## config.mk

```make
export PLATFORM = sky130hd
export DESIGN_NAME = psa_16bit
export DESIGN_NICKNAME = d
export VERILOG_FILES = /design/src/rtl/psa_pkg.sv /design/src/rtl/psa_lane_add.sv /design/src/rtl/psa_16bit.sv
export SDC_FILE = /design/constraint.sdc
export NUM_CORES = 1
export LEC_CHECK = 0
export CAP_MARGIN = 25
export CELL_PAD_IN_SITES_DETAIL_PLACEMENT = 1
export CELL_PAD_IN_SITES_GLOBAL_PLACEMENT = 1
export CORE_MARGIN = 5
export CORE_UTILIZATION = 29
export CTS_CLUSTER_SIZE = 14
export DETAILED_ROUTE_END_ITERATION = 7
export GPL_TIMING_DRIVEN = 0
export PLACE_DENSITY_LB_ADDON = 0.1
export SLEW_MARGIN = 20
export SYNTH_ARGS = -nofsm -noshare
export SYNTH_HDL_FRONTEND = slang
export SYNTH_HIERARCHICAL = 1
export SYNTH_SLANG_ARGS = --single-unit
```

## constraint.sdc

```tcl
create_clock -name clk -period 0.8 [get_ports clk]
set_input_delay 0.08 -clock clk [delete_from_list [all_inputs] [get_ports clk]]
set_output_delay 0.08 -clock clk [all_outputs]
set_load 0.02 [all_outputs]
```

## src/rtl/psa_pkg.sv

```systemverilog
// Shared types and constants for the partitioned sub-word adder.
// Latency: n/a (definitions only).
// Backpressure: n/a.
//
// Build option: PSA_SATURATE_EN. When it is defined, overflowing lanes
// saturate. When it is undefined, which is the default, lanes wrap modulo 16.
package psa_pkg;

  localparam int LANES  = 4;
  localparam int LANE_W = 4;

  typedef logic [LANE_W-1:0] lane_t;

  localparam lane_t SAT_POS = 4'h7;
  localparam lane_t SAT_NEG = 4'h8;

`ifdef PSA_SATURATE_EN
  localparam bit SAT_EN = 1'b1;
`else
  localparam bit SAT_EN = 1'b0;
`endif

endpackage

```

## src/rtl/psa_lane_add.sv

```systemverilog
// Purpose: adds one signed 4-bit lane with a carry-lookahead adder and reports signed overflow.
// Latency: combinational.
// Backpressure: none.
//
// Ports:
//   a, b : lane operands (lane_t)
//   s    : lane sum. It wraps, or saturates when PSA_SATURATE_EN is defined.
//   ovf  : signed overflow for this lane
module psa_lane_add
  import psa_pkg::*;
(
  input  lane_t a,
  input  lane_t b,
  output lane_t s,
  output logic  ovf
);

  lane_t g;
  lane_t p;
  lane_t c;    // c[k] is the carry into bit k
  lane_t raw;
  lane_t sat;

  assign g = a & b;
  assign p = a ^ b;

  // Lookahead carries. Lane carry-in is always 0, and carry-out of bit 3 is
  // deliberately never formed: nothing crosses into the neighbouring lane.
  assign c[0] = 1'b0;
  assign c[1] = g[0];
  assign c[2] = g[1] | (p[1] & g[0]);
  assign c[3] = g[2] | (p[2] & g[1]) | (p[2] & p[1] & g[0]);

  assign raw = p ^ c;

  // Overflow occurs when both operands have the same sign and the result sign differs.
  assign ovf = (a[3] == b[3]) && (raw[3] != a[3]);

  // The operands share a sign on overflow, so a[3] picks the saturation rail.
  assign sat = a[3] ? SAT_NEG : SAT_POS;

  assign s = (SAT_EN && ovf) ? sat : raw;

endmodule

```

## src/rtl/psa_16bit.sv

```systemverilog
// Purpose: registered 16-bit partitioned adder that treats the operands as four independent signed 4-bit lanes.
// Latency: 1 cycle. A new operand pair is accepted every cycle.
// Backpressure: none. There is no handshake.
//
// Ports:
//   clk   : rising-edge clock
//   rst_n : asynchronous active-low reset. It clears Sum and Error.
//   A, B  : operands. Lane i occupies bits [4i+3:4i].
//   Sum   : registered per-lane sums in the same lane layout
//   Error : registered OR of the per-lane signed overflow flags
// Build option: PSA_SATURATE_EN. See psa_pkg.
module psa_16bit
  import psa_pkg::*;
(
  input  logic                    clk,
  input  logic                    rst_n,
  input  logic [LANES*LANE_W-1:0] A,
  input  logic [LANES*LANE_W-1:0] B,
  output logic [LANES*LANE_W-1:0] Sum,
  output logic                    Error
);

  logic [LANES*LANE_W-1:0] sum_nxt;
  logic [LANES-1:0]        ovf;

  for (genvar i = 0; i < LANES; i++) begin : g_lane
    psa_lane_add u_lane (
      .a   (A[i*LANE_W +: LANE_W]),
      .b   (B[i*LANE_W +: LANE_W]),
      .s   (sum_nxt[i*LANE_W +: LANE_W]),
      .ovf (ovf[i])
    );
  end

  always_ff @(posedge clk or negedge rst_n) begin
    if (!rst_n) begin
      Sum   <= '0;
      Error <= 1'b0;
    end else begin
      Sum   <= sum_nxt;
      Error <= |ovf;
    end
  end

endmodule

```

Word-level counts from Yosys, hierarchy flattened
Index checks and enable logic that the tools add are counted.

Equal/unequal tests: 8. Bitwise logic cells: 40. Reductions and logical operators: 5.

Operator list (count): 4-bit bitwise XOR (8); 1-bit bitwise AND (16); 3-bit bitwise AND (4); 1-bit bitwise OR (12); 1-bit == test (4); 1-bit logical AND (4); 1-bit inequality test (4); 4-bit OR reduction (1).

Flip-flop bits (word level): 17. Input bits: 34. Output and inout port bits: 17. Logic and storage cells: 55.

Logic depth before layout (Yosys ltp)
Gate-level depths: netlist of the first run.

Depth after elaboration: 8. Depth in mapped cells: 5.

Modules after synthesis
The synthesis of the first run kept the hierarchy.

Modules (own cells, without submodules): psa_lane_add (instances 4, cells each 16, area an instance 135.1 um^2); psa_16bit (instances 1, cells each 18, area an instance 432.9 um^2).

Worst setup path before layout of the first run
OpenSTA, ideal clock, no wires.

Path type: input to register. From: in A[5]. To: reg Error. Arrival time: 1.276 ns. Slack: -0.614 ns. Cell stages on the path: 5. Path buffers: 0. Cells stage by stage: ha_1 -> a21o_1 -> a21oi_2 -> mux2i_1 -> or4_1.

Word-level cells in the longest chain between the ends: 8. Elaborated cells on any way between the ends: 11. Those cells by class: 1 x eq/ne; 8 x bitwise; 2 x reduce/logical.

RTL lines: start: declaration (line psa_16bit.sv:17) `input logic [LANES*LANE_W-1:0] A,`; 3-bit bitwise AND / 4-bit bitwise XOR (equally long branches) (line psa_lane_add.sv:24, psa_lane_add.sv:25); 1-bit bitwise AND (line psa_lane_add.sv:32) `assign c[3] = g[2] | (p[2] & g[1]) | (p[2] & p[1] & g[0]);`; 1-bit bitwise OR / 1-bit bitwise AND (equally long branches) (line psa_lane_add.sv:32); 1-bit bitwise OR * (line psa_lane_add.sv:32); 4-bit bitwise XOR * (line psa_lane_add.sv:34) `assign raw = p ^ c;`; 1-bit inequality test * (line psa_lane_add.sv:37) `assign ovf = (a[3] == b[3]) && (raw[3] != a[3]);`; 1-bit logical AND * (line psa_lane_add.sv:37); net ovf[1] (line psa_16bit.sv:24) `logic [LANES-1:0] ovf;`; 4-bit OR reduction * (line psa_16bit.sv:41) `Error <= |ovf;`; end signal: assignment (line psa_16bit.sv:41); end: declaration (line psa_16bit.sv:20) `output logic Error`.

Mark *: on every way through the listed nets, which the timed path passes. The rest lies on a longest branch.

Final worst setup path of the first run
From: in A[1]. To: reg Error.

Same word-level chain as after synthesis.

==> results.cfg, run 1 <==
[finish]
final_cells = 203
synthToLayoutAreaGrowth_pct = 103
drive_gt1_share_pct = 53.5
post-route-util_pct = 60.1
fin_nets = 208
antenna_cells = 0

[clock_network]
cts_tree = built
cts_buffers = 3
clk_pin_slew_worst_paths_ns = 0.10
ctsLongestPathBuffers = 2
clock-root-buffer = clkbuf_4
cts.sinks = 17
htreeDepth = 1

[die]
io_pins = 51
rows = 21
design.die.area_um2 = 4620
die_w_um = 67.9
die_h_um = 67.9
initial_utilization_pct = 29.6
core_area_um2 = 3280

[yosys]
ys_types = 12
avgSynthCellArea_um2 = 11.9
yosysTopAreaCellShare_pct = 43.7
synthesis.nets = 132
synth_top_cell_by_area = dfrtp_1
synthesis.area_um2 = 973
synthTopCellsByArea = dfrtp_1, ha_1, fa_1, xnor2_1, inv_1
synthCells = 82
yosysSeqAreaShare_pct = 43.7
ys_ff_latch = 17
yosysWarnings = 6

[sta]
fin_crit_ns = 1.16
rsz0062_at_grt = yes
finalHoldViolations = 17
setup_viol = 21
whs_ns = -0.158
max_freq_mhz = 859
layout_setup_ws_ns = -0.365
slew_headroom_pct = 49.5
slew_violations = 0
post-route-period-util_pct = 146
worst_pin_slew_ns = 0.756

[global_route]
grt_pass1_vias = 948
gr-usage-all-layers_pct = 12.3
grt.overflow.total = 0
grt_pass1_wl_mm = 4.11
antenna_found_initial = 0
grt_max_degree = 18

[routing]
initialDrtViolationCount = 6
num_vias = 831
ant_nets = 0
first_pass_iters = 2
wl_per_cell_um = 13.2
viasPerCell = 4.09
drt-total-wl_mm = 2.68
drc = 0

[placement]
gp_routability_congestion = 0.613
portBuffers = 50
place_hpwl_mm = 1.88
dpl.cell_count = 178

[setup_path]
cp.required_ns = 0.96
critPathArrivalTime_ns = 1.33
cpLargestDelayFamily = simple AND/OR/NAND/NOR gates
end_kind = flop
crit_buf_inv = 1
crit_path_start_kind = input pin
crit_fanout = 2
slowest_delay_ns = 0.50
cpMaxStageDelayCell = or4_1
crit_type = input pin to flop
worstPathCellList = buf_8 -> ha_4 -> a21o_1 -> a21oi_4 -> mux2i_1 -> or4_1

[pwr]
peakVddDrop_mv = 0.702
power_density_nw_per_um2 = 1420
p_leak_nw = 0.929

[hold_path]
hold_class = input pin to async pin

[status]
violations = hold timing, setup timing
outcome = complete, but fails checks

[run]
cap_violations = 0
what timing repair did:
action,4_1_cts,5_1_grt
buffers inserted,17,5
cloned,0,0
gates resized for setup,201,15
pin swaps,17,14
hold endpoints to repair,1,20
endpoints found under the setup margin,30,41
hold buffers,1,3
routing by layer:
metal / share of wire [%] / track usage, %
met3: 4.8 / 0.985
met5: 0 / 0
met4: 1.0 / 5.21
met1: 35 / 12.6
met2: 59 / 25.0
sequential cells by signal, summed over array words and instances, names as in the netlist:
| register | count |
|---|---|
| Error | 1 |
| Sum | 16 |
Yosys cell counts, drive strengths merged:
cell type  count
a21o           4
a21oi          4
dfrtp         17
fa             4
ha            12
inv           16
mux2i          4
nand2          4
or2            4
or4            1
xnor2          8
xor2           4
layout make-up:
cell class	count	area, um^2
well taps	46	57.6
clock buffers	4	26.3
fillers	344	1310
inverters	16	60.1
repair buffers	71	711
multi-input cells	49	693
flip-flops and latches	17	425
worst max-delay path by stage:
stage	slack, ns	cells past startpoint	startpoint	endpoint
CTS	-0.41	6	A[1]	Error
global route	-0.37	6	A[1]	Error
finish	-0.36	6	A[1]	Error
detailed placement	-1.15	6	A[1]	Error
floorplan	-0.52	5	A[9]	Error
global placement	-1.11	6	A[9]	Error
report_power, final:
part	switching [mW]	total (mW)	internal (mW)
clock network	0.255	0.448	0.193
logic	0.540	1.30	0.755
registers	0.0642	1.06	0.994
metrics by stage:
stage / hold slack, ns / total power [mW] / area (um^2) / setup TNS (ns) / worst slack (ns)
after floorplan: -0.216 / 1.52 / 1080 / -0.867 / -0.516
after global routing: -0.106 / 3.01 / 1970 / -3.02 / -0.368
after detailed placement: 0.583 / 2.08 / 1640 / -17.36 / -1.15
after global placement: 0.593 / 2.04 / 1640 / -17.39 / -1.11
after CTS: 0.000272 / 2.75 / 1880 / -2.29 / -0.415
final: -0.158 / 2.80 / 1970 / -2.03 / -0.365
placed cells by master, fill, tap and decap left out, drive strengths merged, types with 8 or more instances in the layout:
cell type and n:
dfrtp 17, clkdlybuf4s50 8, xnor2 8, buf 50, ha 12, inv 16
logic make-up after synthesis:
group	after synthesis	share of synthesized area [%]
flops	17	43.7
compound gates	8	6.68
buf+inv	16	6.17
simple gates	9	4.88
fa+ha+maj	16	23.7
xor+xnor	12	10.8
mux	4	4.11
No activity file was read; power rests on OpenSTA's default activity.
==> run 2: changes to the inputs <==
Settings changed: CTS_BUF_LIST set to sky130_fd_sc_hd__clkbuf_8 sky130_fd_sc_hd__clkbuf_16.
==> run 2 against run 1 <==
Against the previous run:
- the flow finishes with violations (setup timing)
- clock power grew 40%
- via count fell by 1.3%
- sequential share of layout area fell by 0.12 points
- final cell count is 2.0% lower
- fmax down 3.6%
- wire length fell by 3.8%
- die area unchanged
==> results.cfg, run 2 (same netlist as run 1, synthesis figures left out) <==
[setup_path]
critPathArrivalTime_ns = 1.33
crit_type = input pin to flop
crit_path_start_kind = input pin
crit_fanout = 2
cp.required_ns = 0.93
end_kind = flop

[sta]
setup_viol = 23
worst_pin_slew_ns = 0.761
rsz0062_at_grt = yes
layout_setup_ws_ns = -0.409
max_freq_mhz = 827
tns_ns = -1.45
slew_violations = 0
finalHoldViolations = 0
post-route-period-util_pct = 151
fin_crit_ns = 1.21
slew_headroom_pct = 49.3
whs_ns = 0.00327

[global_route]
grtUsageMet1_pct = 12.6
grt_pass1_wl_mm = 4.04
grt_max_degree = 18
grt.overflow.total = 0
grt_pass1_vias = 950
antenna_found_initial = 0
grtUsageMet3_pct = 1.48
grt.busiest_layer = met2
grt_util_met2_pct = 23.8
gr-usage-all-layers_pct = 12.2

[pwr]
seq_power_share_pct = 35.7
peakVddDrop_mv = 0.504
power_density_nw_per_um2 = 1500
switching_share_pct = 29.9
p_switching_uw = 889
p_int_mw = 2.08
pwr-share-comb_pct = 43.1
p_leak_nw = 0.923
power_frac_clock_pct = 21.2

[status]
violations = setup timing
outcome = complete, but fails checks

[finish]
drive_gt1_share_pct = 56.9
reg_top3 = Sum: 16 flops, Error: 1 flops
layout.area.seq_um2 = 425
final_common_cell = buf_6
fin_nets = 204
largest_reg_flops = 16
largest_register = Sum
post-route-util_pct = 60.4
antenna_cells = 0
final_cells = 199
final_cell_mix = buf_6, dfrtp_1, ha_4
final.fill_count = 345
stdcell_area_um2 = 1980
multiInputGateArea_um2 = 701
synthToLayoutAreaGrowth_pct = 104

[placement]
portBuffers = 50
gp_routability_congestion = 0.613
postPlaceCellArea_um2 = 1640
dpl.cell_count = 178
place_hpwl_mm = 1.88

[clock_network]
ctsLongestPathBuffers = 2
clock-root-buffer = clkbuf_8
clk_pin_slew_worst_paths_ns = 0.07
cts_buffers = 3
cts_tree = built
cts-hold-fix-buffers = 0
htreeDepth = 1
cts.sinks = 17

[routing]
initialDrtViolationCount = 9
viasPerCell = 4.12
ant_nets = 0
num_vias = 820
drc = 0
drt-total-wl_mm = 2.58
wl_per_cell_um = 13.0
first_pass_iters = 4

[die]
die_h_um = 67.9
core_area_um2 = 3280
initial_utilization_pct = 29.6
design.die.area_um2 = 4620
die_w_um = 67.9
rows = 21
io_pins = 51

[hold_path]
hold_class = input pin to async pin

[run]
cap_violations = 0
## run 2: changes by cell type in the layout (fill, tap and decap cells not counted), moves of 3 or more
cell           before  now
clkbuf_4            3    0
buf_4              13    9
buf_6              32   36
clkbuf_8            0    3
dlygate4sd3_1       4    0
## run 2: path summary, 6_finish.rpt
path                       startpoint     end  slack (ns)
worst max-delay path             A[1]   Error       -0.41
worst min-delay path            rst_n  Sum[8]       0.003
max in group asynchronous       rst_n  Sum[1]        0.31
min in group clk                 A[4]  Sum[4]        0.03
## run 2: layout make-up
class                           instances  share of cell area, %
Clock buffer                            3                   2.08
Clock inverter                          1                  0.189
Inverter                               16                   3.15
Multi-Input combinational cell         49                   35.3
Sequential cell                        17                   21.4
Tap cell                               46                   2.90
Timing Repair Buffer                   67                   34.9
## run 2: power by group through the flow
stage | logic (mW) | registers (mW) | clock network (mW)
floorplan | 0.289 | 1.23 | 0
global placement | 0.999 | 1.05 | 0
detailed placement | 1.03 | 1.05 | 0
CTS | 1.23 | 1.06 | 0.652
global route | 1.39 | 1.08 | 0.705
finish | 1.28 | 1.06 | 0.629
## run 2: layer usage
| metal | share of wire, % | vias up |
|---|---|---|
| met5 | 0 | - |
| met4 | 1.2 | 0 |
| met3 | 5.5 | 3 |
| met2 | 58 | 29 |
| met1 | 35 | 389 |
| li1 | - | 399 |
## run 2: timing repair
action / 4_1_cts / 5_1_grt
pin swaps: 19 / 15
endpoints found under the hold margin: 0 / 0
setup buffers: 17 / 4
gates resized for setup: 208 / 19
setup endpoints to repair: 47 / 25
## run 2: critical path, cell delays in order
cell and delay [ns]:
buf_8 0.10, ha_4 0.22, a21o_1 0.19, a21oi_4 0.15
mux2i_1 0.10, or4_1 0.50
## run 2: per-stage QoR
step	setup slack, ns	total power, mW
2_1_floorplan	-0.516	1.52
3_3_place_gp	-1.11	2.04
3_5_place_dp	-1.15	2.08
4_1_cts	-0.455	2.95
5_1_grt	-0.440	3.17
6_report	-0.409	2.97
==> run 3: changes to the inputs <==
Settings changed: CORE_ASPECT_RATIO set to 0.5.
==> run 3 against run 2 <==
Against the previous run:
- the flow still finishes with violations (setup timing)
- via count is 1.1% higher
- sequential share of layout area grew 0.44 points
- first-iteration DRC count is 33% lower
- sequential cell count did not move
- final area decreased by 2.0%
- critical path type unchanged
- largest power group unchanged
==> results.cfg, run 3 (same netlist as run 1, synthesis figures left out) <==
[die]
io_pins = 51
die_w_um = 91.9
initial_utilization_pct = 31.4
design.die.area_um2 = 4690
rows = 14
core_area_um2 = 3100
die_h_um = 51.0

[sta]
whs_ns = 0.0126
setup_viol = 20
worst_pin_slew_ns = 0.797
slew_violations = 0
finalHoldViolations = 0
layout_setup_ws_ns = -0.393
slew_headroom_pct = 46.8
fin_crit_ns = 1.19
tns_ns = -1.33
max_freq_mhz = 838
post-route-period-util_pct = 149
rsz0062_at_grt = yes

[finish]
fin_nets = 201
drive_gt1_share_pct = 59.3
antenna_cells = 0
synthToLayoutAreaGrowth_pct = 99.7
final.fill_count = 311
final_cell_mix = buf_6, dfrtp_1, ha_4
final_common_cell = buf_6
largest_reg_flops = 16
stdcell_area_um2 = 1940
largest_register = Sum
multiInputGateArea_um2 = 712
layout.area.seq_um2 = 425
reg_top3 = Sum: 16 flops, Error: 1 flops

[clock_network]
clock-root-buffer = clkbuf_8
cts_tree = built
ctsLongestPathBuffers = 2
htreeDepth = 1
clk_pin_slew_worst_paths_ns = 0.07
cts_buffers = 3
cts.sinks = 17
cts-hold-fix-buffers = 0

[setup_path]
critPathArrivalTime_ns = 1.33
crit_path_start_kind = input pin
end_kind = flop
cp.required_ns = 0.93
crit_fanout = 2
crit_type = input pin to flop

[pwr]
finalPower_mw = 3.00
switching_share_pct = 31.1
power_frac_clock_pct = 22.1
peakVddDrop_mv = 0.698
p_switching_uw = 933
power_density_nw_per_um2 = 1540
seq_power_share_pct = 35.3
p_leak_nw = 0.924
pwr-share-comb_pct = 42.6
p_int_mw = 2.07

[hold_path]
hold_class = input pin to async pin

[global_route]
grt_pass1_vias = 961
gr-usage-all-layers_pct = 13.0
grt_pass1_wl_mm = 4.62
grt.overflow.total = 0
grt_max_degree = 18
antenna_found_initial = 0

[status]
violations = setup timing
outcome = complete, but fails checks

[routing]
drc = 0
drt-total-wl_mm = 2.91
viasPerCell = 4.36
ant_nets = 0
initialDrtViolationCount = 6
num_vias = 829
wl_per_cell_um = 15.3
first_pass_iters = 2

[placement]
postPlaceCellArea_um2 = 1630
dpl_worst_slack_ns = -1.15
gp_routability_congestion = 0.700
portBuffers = 50
place_hpwl_mm = 2.03

[run]
cap_violations = 0
[run 3: cell count changes in the layout (fill, tap and decap cells not counted), moves of 2 or more]
| cell | previous run | this run |
|---|---|---|
| dlygate4sd2_1 | 4 | 2 |
| clkdlybuf4s50_1 | 8 | 6 |
| clkbuf_2 | 0 | 3 |
| dlymetal6s2s_1 | 0 | 2 |
[run 3: final cells by class]
class                           count  share of cell area [%]
Clock buffer                        3                    2.12
Clock inverter                      1                   0.193
Inverter                           16                    3.09
Multi-Input combinational cell     49                    36.6
Sequential cell                    17                    21.9
Tap cell                           40                    2.57
Timing Repair Buffer               64                    33.5
[run 3: final timing paths]
| path | startpoint | endpoint | slack (ns) | depth (start not counted) |
|---|---|---|---|---|
| max in group asynchronous | rst_n | Sum[3] | 0.29 | 1 |
| hold / removal | rst_n | Sum[12] | 0.01 | 1 |
| setup / recovery | A[1] | Error | -0.39 | 6 |
| min in group clk | A[0] | Sum[0] | 0.03 | 2 |
[run 3: worst max-delay path: stages]
cell and delay, ns:
buf_6 0.10, ha_4 0.22, a21o_1 0.18, a21oi_4 0.15, mux2i_1 0.10, or4_1 0.49
[run 3: metal layers]
layer / part of all wire, % / GRT usage (%) / up-vias
met3: 9.5 / 5.72 / 6
met5: 0 / 0 / -
met2: 56 / 25.5 / 32
met1: 33 / 12.1 / 399
met4: 1.8 / 5.67 / 0
li1: - / - / 392
[run 3: power groups by stage]
stage,logic (mW),clock network [mW],registers (mW)
after floorplan,0.289,0,1.23
after global routing,1.38,0.759,1.08
after global placement,1.01,0,1.05
after detailed placement,1.04,0,1.05
after CTS,1.22,0.677,1.06
final,1.28,0.662,1.06
[run 3: stage by stage]
stage / utilization [%] / instances
final: 62.7 / 190
after global routing: 62.7 / 190
after CTS: 60.7 / 187
after floorplan: - / 82
after detailed placement: 52.7 / 172
after global placement: 52.7 / 172
[run 3: timing repair]
| action | 4_1_cts | 5_1_grt |
|---|---|---|
| pin swaps | 19 | 16 |
| endpoints found under the setup margin | 47 | 25 |
| setup buffers | 11 | 4 |
| gates resized for setup | 204 | 28 |
